$ cat src/rtl/regread_pkg.sv
// Shared types and sizes for the register-read sequencer.
package regread_pkg;

  typedef enum logic [1:0] {
    IDLE,
    WAIT,
    RESP
  } rr_state_t;

  localparam int NREGS  = 32;
  localparam int DATA_W = 64;
  localparam int ADDR_W = 5;

endpackage

$ cat src/rtl/rr_arbiter.sv
// Round-robin arbiter: the search starts at ptr, and ptr moves past the winner on each accept.
module rr_arbiter
  import regread_pkg::*;
#(
  parameter int NREQ = 4
) (
  input  logic            clk,
  input  logic            reset,
  input  logic [NREQ-1:0] req,
  input  logic            advance,
  output logic [NREQ-1:0] grant
);

  localparam int PW = (NREQ > 1) ? $clog2(NREQ) : 1;

  logic [PW-1:0] ptr;
  logic [PW-1:0] gidx;
  logic [PW-1:0] idx;
  logic          found;

  always_comb begin
    grant = '0;
    gidx  = '0;
    idx   = '0;
    found = 1'b0;
    for (int k = 0; k < NREQ; k++) begin
      idx = PW'((int'(ptr) + k) % NREQ);
      if (!found && req[idx]) begin
        grant[idx] = 1'b1;
        gidx       = idx;
        found      = 1'b1;
      end
    end
  end

  always_ff @(posedge clk) begin
    if (reset) begin
      ptr <= '0;
    end else if (advance) begin
      ptr <= (gidx == PW'(NREQ - 1)) ? '0 : gidx + PW'(1);
    end
  end

endmodule

$ cat src/rtl/regread_sequencer.sv
// Shares one 32-entry register-read mux among NREQ requesters: accept, hold the
// select for SETTLE cycles while the mux tree settles, capture, respond.
module regread_sequencer
  import regread_pkg::*;
#(
  parameter int NREQ   = 4,
  parameter int SETTLE = 2
) (
  input  logic                   clk,
  input  logic                   reset,
  input  logic [NREQ-1:0]        req_valid,
  input  logic [NREQ*ADDR_W-1:0] req_addr,
  output logic [NREQ-1:0]        req_ready,
  output logic [ADDR_W-1:0]      mux_sel,
  input  logic [DATA_W-1:0]      mux_data,
  output logic [NREQ-1:0]        rsp_valid,
  output logic [DATA_W-1:0]      rsp_data,
  output logic                   busy
);

  if (SETTLE < 1) begin : g_bad_settle
    $error("regread_sequencer: SETTLE must be at least 1");
  end
  if (NREQ < 2 || NREQ > 8) begin : g_bad_nreq
    $error("regread_sequencer: NREQ must be in 2..8");
  end

  localparam int CW = (SETTLE > 1) ? $clog2(SETTLE) : 1;

  rr_state_t         state, state_nxt;
  logic [CW-1:0]     cnt;
  logic [NREQ-1:0]   owner;
  logic [NREQ-1:0]   grant;
  logic [ADDR_W-1:0] grant_addr;
  logic              accept;

  rr_arbiter #(.NREQ(NREQ)) u_arb (
    .clk     (clk),
    .reset   (reset),
    .req     (req_valid),
    .advance (accept),
    .grant   (grant)
  );

  always_comb begin
    grant_addr = '0;
    for (int i = 0; i < NREQ; i++) begin
      if (grant[i]) grant_addr = grant_addr | req_addr[i*ADDR_W +: ADDR_W];
    end
  end

  always_comb begin
    state_nxt = state;
    req_ready = '0;
    rsp_valid = '0;
    busy      = 1'b0;
    accept    = 1'b0;
    if (!reset) begin
      case (state)
        IDLE: begin
          req_ready = grant;
          accept    = |grant;
          if (accept) state_nxt = WAIT;
        end
        WAIT: begin
          busy = 1'b1;
          if (cnt == '0) state_nxt = RESP;
        end
        RESP: begin
          rsp_valid = owner;
          req_ready = grant;
          accept    = |grant;
          state_nxt = accept ? WAIT : IDLE;
        end
        default: state_nxt = IDLE;
      endcase
    end
  end

  always_ff @(posedge clk) begin
    if (reset) begin
      state    <= IDLE;
      cnt      <= '0;
      owner    <= '0;
      mux_sel  <= '0;
      rsp_data <= '0;
    end else begin
      state <= state_nxt;
      if (accept) begin
        mux_sel <= grant_addr;
        owner   <= grant;
        cnt     <= CW'(SETTLE - 1);
      end else if (state == WAIT) begin
        // mux_sel has been stable for SETTLE full cycles when cnt reaches 0
        if (cnt == '0) rsp_data <= mux_data;
        else           cnt      <= cnt - 1'b1;
      end
    end
  end

endmodule

$ cat config.mk
export PLATFORM = sky130hd
export DESIGN_NAME = regread_sequencer
export DESIGN_NICKNAME = d
export VERILOG_FILES = /design/src/rtl/regread_pkg.sv /design/src/rtl/rr_arbiter.sv /design/src/rtl/regread_sequencer.sv
export SDC_FILE = /design/constraint.sdc
export NUM_CORES = 1
export LEC_CHECK = 0
export BUFFER_PORTS_ARGS = -buffer_cell sky130_fd_sc_hd__buf_2
export CORE_MARGIN = 2
export CORE_UTILIZATION = 51
export CTS_BUF_LIST = sky130_fd_sc_hd__clkbuf_8
export CTS_CLUSTER_DIAMETER = 150
export DETAILED_ROUTE_END_ITERATION = 6
export GPL_TIMING_DRIVEN = 0
export PLACE_DENSITY = 0.95
export SETUP_SLACK_MARGIN = 0.2
export SLEW_MARGIN = 10
export SYNTH_ARGS = -nofsm -noshare
export SYNTH_HDL_FRONTEND = slang
export SYNTH_SLANG_ARGS = --single-unit
$ cat constraint.sdc
create_clock -name clk -period 6.48 [get_ports clk]
set_input_delay 1.296 -clock clk [delete_from_list [all_inputs] [get_ports clk]]
set_output_delay 1.296 -clock clk [all_outputs]
set_load 0.01 [all_outputs]
Yosys cells after proc, flatten, opt, wreduce, memory -nomap -nowiden
Cells that the tools add are included.

storage, ports and cells
  memories kept = 0
  input bits = 90
  latch bits = 0
  output and inout bits = 78
  bits in writable memories = 0
  flip-flop bits (word level) = 78
  bits in read-only memories = 0

cells by class
  reductions and logical operators = 16
  equal/unequal tests = 5
  bitwise gates (word level) = 8
  div/mod/pow operators = 0
  muxes and demuxes = 47
  add/sub/neg operators = 5
  $mul = 0
  shifts and indexed selects = 0
  $lt $le $gt $ge = 8

operator list
  operator               number
  $mux W4                8
  $mux W5                4
  $mux W1                19
  $or A5 B5 Y5           3
  $mux W2                7
  $lt A2 B3 Y1 const B   4
  $or A4 B4 Y4           3
  $bmux W1 S2            4
  $demux W1 S2           4
  $ge A2 B1 Y1 const B   4
  $logic_and A1 B1 Y1    7
  $pmux W2 S3            1
  $add A2 B1 Y2 const B  2
  $add A2 B2 Y2 const B  2
  $eq A2 B2 Y1 const B   2
  $ne A2 B2 Y1 const B   2
  $reduce_or A4 Y1       1
  $logic_not A1 Y1       3
  $reduce_and A3 Y1      1
  $eq A2 B1 Y1 const B   1
  $logic_not A2 Y1       1
  $not A1 Y1             2
  $reduce_and A2 Y1      1
  $reduce_bool A2 Y1     1
  other kinds (2)        2

Logic depth before layout (Yosys ltp)
Gate-level depths: netlist (run 1).

  depth in word-level cells = 19
  gate-level depth with buffers = 13
  mapped depth without buffers = 9

Cells and area by module
Synthesis (run 1) repeated with hierarchy kept, for this count alone.

second synthesis, totals
  cell total of the unflattened synthesis = 435
  area total of the unflattened synthesis = 3569.7 µm²

modules (own cells, without submodules)
  module             sequential area each (µm²)  instances  area an instance (µm²)  cells an instance
  regread_sequencer  1521.5                      1          2926.6                  352
  rr_arbiter         40.0                        1          643.1                   83

Worst setup path after synthesis (run 1)
OpenSTA, ideal clock, no wires.

  kind = register to output
  from = register (tool-made name)
  to = output req_ready[0]
  stages on the path, launching flop included = 11
  slack = 2495 ps
  required time = 5184 ps
  arrival = 2689 ps
  cells stage by stage = dfxtp_1 > buf_4 > clkbuf_1 > inv_1 > ha_1 > clkbuf_1 > mux4_2 > or3b_4 > nor2_1 > nor3_2 > nor2_1

RTL lines
  item              line                     source
  end: declaration  regread_sequencer.sv:13  output logic [NREQ-1:0] req_ready,

==> results.json, run 1 <==
{
  "drc": 0,
  "post_dp_cell_area_um2": 4360,
  "die_area_um2": 7400,
  "synthXorXnorAreaFrac": 0.00255,
  "yosys.area_share.simple": 0.238,
  "skew_ns": 0.00614,
  "layout_commonest_cell": "buf_2",
  "holdWs_ns": 0.455,
  "fin_crit_ns": 4.90,
  "clk_pin_slew_worst_paths_ns": 0.08,
  "num_rows": 29,
  "leakage_nw": 2.09,
  "gr-total-overflow": 0,
  "fin_ws_ns": 1.58,
  "synth_cell_types": 41,
  "hpwl_mm": 7.40,
  "finalSetupViolCount": 0,
  "critical_path_required_ns": 5.18,
  "fmax_ghz": 0.204,
  "maxCapViolCount": 0,
  "post_drt_via_cell_ratio": 5.33,
  "synth_top_family_by_area": "simple AND/OR/NAND/NOR gates",
  "drt-wirelength-per-cell_um": 14.0,
  "cts_root_buffer": "clkbuf_8",
  "clkLatencyLatePin_ns": 0.33,
  "cts_tree": "built",
  "power_per_cell_area_nw_per_um2": 441,
  "crit_path_max_fanout": 10,
  "fin_setup_tns_ns": 0,
  "crit_type": "register to output pin",
  "synth_compound_area_frac": 0.187,
  "crit_path_start_kind": "register",
  "hold_class": "register to register",
  "synth.largest_area_cell": "dfxtp_1",
  "synth.area.top_cells": "dfxtp_1, nand2_1, a21oi_1, clkbuf_1, mux4_2",
  "synth_seq_cells": 78,
  "synthAdderAreaFrac": 0.0219,
  "holdBufCountCts": 0,
  "htreeDepth": 3,
  "netSwitchingFraction": 0.395,
  "grt_pass1_vias": 3368,
  "syn_inst": 427,
  "drt-initial-drc-count": 152,
  "num_vias": 3653,
  "rsz0062_at_grt": "false",
  "core_um2": 6420,
  "grt_max_degree": 15,
  "grt_use_total": 0.252,
  "cts_setup_buffers": 0,
  "synth.area.mux_share": 0.0383,
  "gp_congestion": 0.944,
  "synth_nets": 523,
  "fin_nets": 700,
  "synth_area_per_cell_um2": 8.04,
  "detail-route-antenna-nets": 0,
  "wl_mm": 9.61,
  "crit_path_end_kind": "output pin",
  "portBuffers": 166,
  "internal_power_mw": 1.23,
  "fin_area_um2": 4610,
  "power_frac_comb": 0.457,
  "run_status": "complete, no violations",
  "syn_area_um2": 3430,
  "die_h_um": 86.0,
  "chipWidth_um": 86.0,
  "antenna_found_initial": 0,
  "layout_common_cells": "buf_2, nand2_1, dfxtp_1, a21oi_1, clkbuf_1",
  "hold_viol": 0,
  "cts_resized": 0,
  "grt_pass1_wl_mm": 14.9,
  "drv_slew": 0,
  "clock_path_buffers": 2,
  "synth_edf_count": 0,
  "numCtsBuffers": 9,
  "fin_crit_sh": 0.757,
  "synth_warnings": 0,
  "drive_above_1_share": 0.340,
  "crit_arrival_ns": 3.61,
  "ys.flop_type": "dfxtp_1",
  "slew_headroom": 0.474,
  "io_pins": 168,
  "tightest_slew_ns": 0.786,
  "total_power_mw": 2.03,
  "power.net_switching_mw": 0.804,
  "ir_worst_vdd_mv": 0.218,
  "syn2layout_area_growth_pct": 34.4,
  "clock_power_share": 0.221,
  "yosysSeqAreaShare": 0.455,
  "synth.top_cell.area_share": 0.455,
  "initial_core_util": 0.534,
  "power_frac_seq": 0.322,
  "diodes": 0,
  "dr.pass1.iters": 4,
  "async_reset_ff_frac": 0,
  "clock_sinks": 78,
  "preCtsSetupSlack_ns": 1.99
}
-- layer usage --
metal / GRT usage / up-vias / wire, um
met3: 0.0539 / 20 / 752
met5: 0 / - / 0
li1: - / 1797 / -
met2: 0.442 / 163 / 4920
met4: 0.117 / 0 / 188
met1: 0.293 / 1673 / 3750
-- sequential cells by signal, summed over array words and instances (netlist names), named ones only --
name       cells
mux_sel        5
u_arb.ptr      1
owner          4
rsp_data      64
cnt            1
state          2
-- logic make-up after synthesis --
logic type,after synthesis
compound gates,98
mux,8
fa+ha+maj,6
flops,78
simple gates,189
buf+inv,47
xor+xnor,1
-- power groups by stage --
stage,sequential [mW],clock [mW],combinational (mW)
after floorplan,0.702,0,0.599
after global placement,0.658,0,0.889
after detailed placement,0.665,0,0.923
after CTS,0.654,0.454,0.926
after global routing,0.667,0.474,1.02
final,0.655,0.449,0.930
-- layout make-up --
cell class | count | area [um2]
Sequential cell | 78 | 1560
Tap cell | 77 | 96.3
Clock buffer | 10 | 138
Timing Repair Buffer | 166 | 831
Buffer | 32 | 143
Inverter | 15 | 56.3
Clock inverter | 6 | 115
Fill cell | 512 | 1810
Multi-Input combinational cell | 302 | 1670
-- critical path: stages, from the launching register on --
cell and delay (ns):
dfxtp_1 0.40, buf_4 0.21, clkbuf_1 0.38, inv_1 0.17, ha_1 0.31, clkbuf_1 0.32
nand2_1 0.13, a221o_1 0.38, o311ai_0 0.54, nor3_2 0.17, nor2_1 0.12, buf_2 0.14
-- through the flow --
stage               cells  utilization
floorplan             427            -
global placement      670        0.679
detailed placement    670        0.679
CTS                   686        0.718
global route          686        0.718
finish                686        0.718
-- cell usage after synthesis, types with 3 or more instances --
cell,n
a211oi_1,6
a21oi_1,65
a221oi_1,3
a221oi_2,3
a22o_1,5
and2_1,5
clkbuf_1,26
dfxtp_1,78
ha_1,6
inv_1,15
mux2i_1,3
mux4_2,4
nand2_1,136
nand3_1,3
nand4_1,4
nor2_1,19
nor3_1,4
nor3_2,4
o311ai_0,4
o32ai_1,4
or3_1,4
-- worst paths after layout --
check,startpoint,to,slack (ns),cells after the start
worst max-delay path,register,req_ready[3],1.58,11
worst min register to register,rsp_data[59],rsp_data[59],0.46,2
worst max register to register,register,mux_sel[4],2.58,12
worst min-delay path,rsp_data[59],rsp_data[59],0.46,2
Power figures use the tool's default switching activity.
==> run 2, diff against run 1 <==
--- a/config.mk
+++ b/config.mk
@@ -7,12 +7,12 @@
 export LEC_CHECK = 0
 export BUFFER_PORTS_ARGS = -buffer_cell sky130_fd_sc_hd__buf_2
 export CORE_MARGIN = 2
-export CORE_UTILIZATION = 51
+export CORE_UTILIZATION = 48
 export CTS_BUF_LIST = sky130_fd_sc_hd__clkbuf_8
 export CTS_CLUSTER_DIAMETER = 150
 export DETAILED_ROUTE_END_ITERATION = 6
 export GPL_TIMING_DRIVEN = 0
-export PLACE_DENSITY = 0.95
+export PLACE_DENSITY = 0.92
 export SETUP_SLACK_MARGIN = 0.2
 export SLEW_MARGIN = 10
 export SYNTH_ARGS = -nofsm -noshare
==> constraint.sdc (replaced) <==
create_clock -name clk -period 4.96 [get_ports clk]
set_input_delay 0.992 -clock clk [delete_from_list [all_inputs] [get_ports clk]]
set_output_delay 0.992 -clock clk [all_outputs]
set_load 0.01 [all_outputs]
==> results.json, run 2 (synthesis results as in run 1) <==
{
  "run_status": "complete, no violations",
  "finalSetupViolCount": 0,
  "clock_power_share": 0.208,
  "hpwl_mm": 7.45,
  "cpMaxStageDelayCell": "o311ai_0",
  "cts_setup_buffers": 0,
  "fin_setup_tns_ns": 0,
  "fin_crit_sh": 0.919,
  "chipWidth_um": 88.6,
  "crit_path_start_kind": "register",
  "slew_headroom": 0.528,
  "nFillCells": 569,
  "clk_pin_slew_worst_paths_ns": 0.08,
  "drc": 0,
  "grt_pass1_wl_mm": 14.7,
  "critical_path_required_ns": 3.97,
  "worstSetupPathDepth": 11,
  "crit_path_max_incr_delay_ns": 0.51,
  "holdBufCountCts": 0,
  "seqCellArea_um2": 1560,
  "syn2layout_area_growth_pct": 34.7,
  "fin_nets": 700,
  "r2r_slack_ns": 1.10,
  "grt_max_degree": 15,
  "crit_chain": "buf_4 > buf_1 > inv_1 > ha_1 > clkbuf_1 > nand2_1 > a221o_1 > o311ai_0 > nor3_2 > nor2_1 > buf_2",
  "cts_root_buffer": "clkbuf_8",
  "crit_buf_inv": 5,
  "diodes": 0,
  "numCtsBuffers": 9,
  "rsz0062_at_grt": "true",
  "crit_path_max_fanout": 10,
  "fin_area_um2": 4620,
  "die_h_um": 88.6,
  "ir_worst_vdd_mv": 0.276,
  "num_vias": 3691,
  "power.net_switching_mw": 1.07,
  "drv_slew": 0,
  "layout_common_cells": "buf_2, nand2_1, dfxtp_1, a21oi_1, clkbuf_1",
  "crit_path_end_kind": "output pin",
  "fmax_ghz": 0.219,
  "leakage_nw": 2.08,
  "drive_above_1_share": 0.340,
  "tightest_slew_ns": 0.705,
  "finish.utilization": 0.673,
  "grt_use_total": 0.243,
  "core_um2": 6870,
  "drt-wirelength-per-cell_um": 13.9,
  "power_frac_seq": 0.325,
  "power_per_cell_area_nw_per_um2": 568,
  "crit_arrival_ns": 3.56,
  "die_area_um2": 7840,
  "total_power_mw": 2.63,
  "internal_power_mw": 1.56,
  "crit_path_end": "req_ready[3]",
  "htreeDepth": 3,
  "portBuffers": 166,
  "num_rows": 30,
  "cts_resized": 0,
  "initial_core_util": 0.500,
  "gp_congestion": 0.943,
  "wl_mm": 9.83,
  "largest_reg_flops": 64,
  "top_register": "rsp_data",
  "grt_pass1_vias": 3388,
  "gr-total-overflow": 0,
  "regToRegEndpoint": "owner[3]",
  "reg2regPathDepth": 12,
  "cpLargestDelayFamily": "buffers and inverters",
  "io_pins": 168,
  "skew_ns": 0.0118,
  "antenna_found_initial": 0,
  "maxCapViolCount": 0,
  "post_drt_via_cell_ratio": 5.24,
  "hold_viol": 0,
  "clkLatencyLatePin_ns": 0.35,
  "multiInputGateArea_um2": 1680,
  "hold_class": "register to register",
  "power_frac_comb": 0.467,
  "crit_type": "register to output pin",
  "detail-route-antenna-nets": 0,
  "clock_path_buffers": 2,
  "dr.pass1.iters": 4,
  "clock_sinks": 78,
  "cts_tree": "built",
  "fin_crit_ns": 4.56,
  "drt-initial-drc-count": 192,
  "netSwitchingFraction": 0.406,
  "reg_top3": "rsp_data (64), mux_sel (5), owner (4)",
  "layout_commonest_cell": "buf_2",
  "post_dp_cell_area_um2": 4380
}
-- run 2: worst min-delay path by stage --
stage | start | to | slack, ns | cells after the start
after floorplan | owner[2] | owner[2] | 0.46 | 2
after global placement | rsp_data[52] | rsp_data[52] | 0.44 | 2
after detailed placement | rsp_data[59] | rsp_data[59] | 0.44 | 2
after CTS | rsp_data[43] | rsp_data[43] | 0.45 | 2
after global routing | rsp_data[51] | rsp_data[51] | 0.47 | 2
final | rsp_data[43] | rsp_data[43] | 0.46 | 2
-- run 2: cell type report --
type / instances / area share
multi-input combinational: 302 / 0.364
clock buffer: 10 / 0.0298
tap: 96 / 0.0260
inverter: 15 / 0.0122
clock inverter: 6 / 0.0200
sequential: 78 / 0.338
buffer: 32 / 0.0309
timing repair buffer: 166 / 0.180
-- run 2: metrics by stage --
stage	hold WS, ns	setup slack, ns	instances
after floorplan	0.459	1.28	427
after global placement	0.439	0.864	689
after detailed placement	0.444	0.803	689
after CTS	0.455	0.396	705
after global routing	0.470	0.138	705
final	0.455	0.404	705
-- run 2: per-layer routing --
metal  vias up  GRT usage  wire [um]
met4         0     0.0978        201
met3        16     0.0793        821
li1       1809          -          -
met1      1695      0.263       3980
met2       171      0.438       4830
met5         -          0          0
-- run 2: power by group through the flow --
stage                     Combinational (mW)  Clock, mW  Sequential (mW)
after detailed placement                1.21          0            0.867
after global routing                    1.34      0.582            0.872
final                                   1.23      0.546            0.855
after CTS                               1.21      0.552            0.854
after global placement                  1.16          0            0.860
after floorplan                        0.783          0            0.917
-- run 2: worst reg2reg max path: stages (launching register included) --
cell and delay (ns):
dfxtp_1 0.40, buf_4 0.22, buf_1 0.35, inv_1 0.17, ha_1 0.31, clkbuf_1 0.30
nand2_1 0.13, a221o_1 0.38, o311ai_0 0.52, nor3_2 0.16, a41oi_4 0.47, buf_6 0.22
o32ai_1 0.09
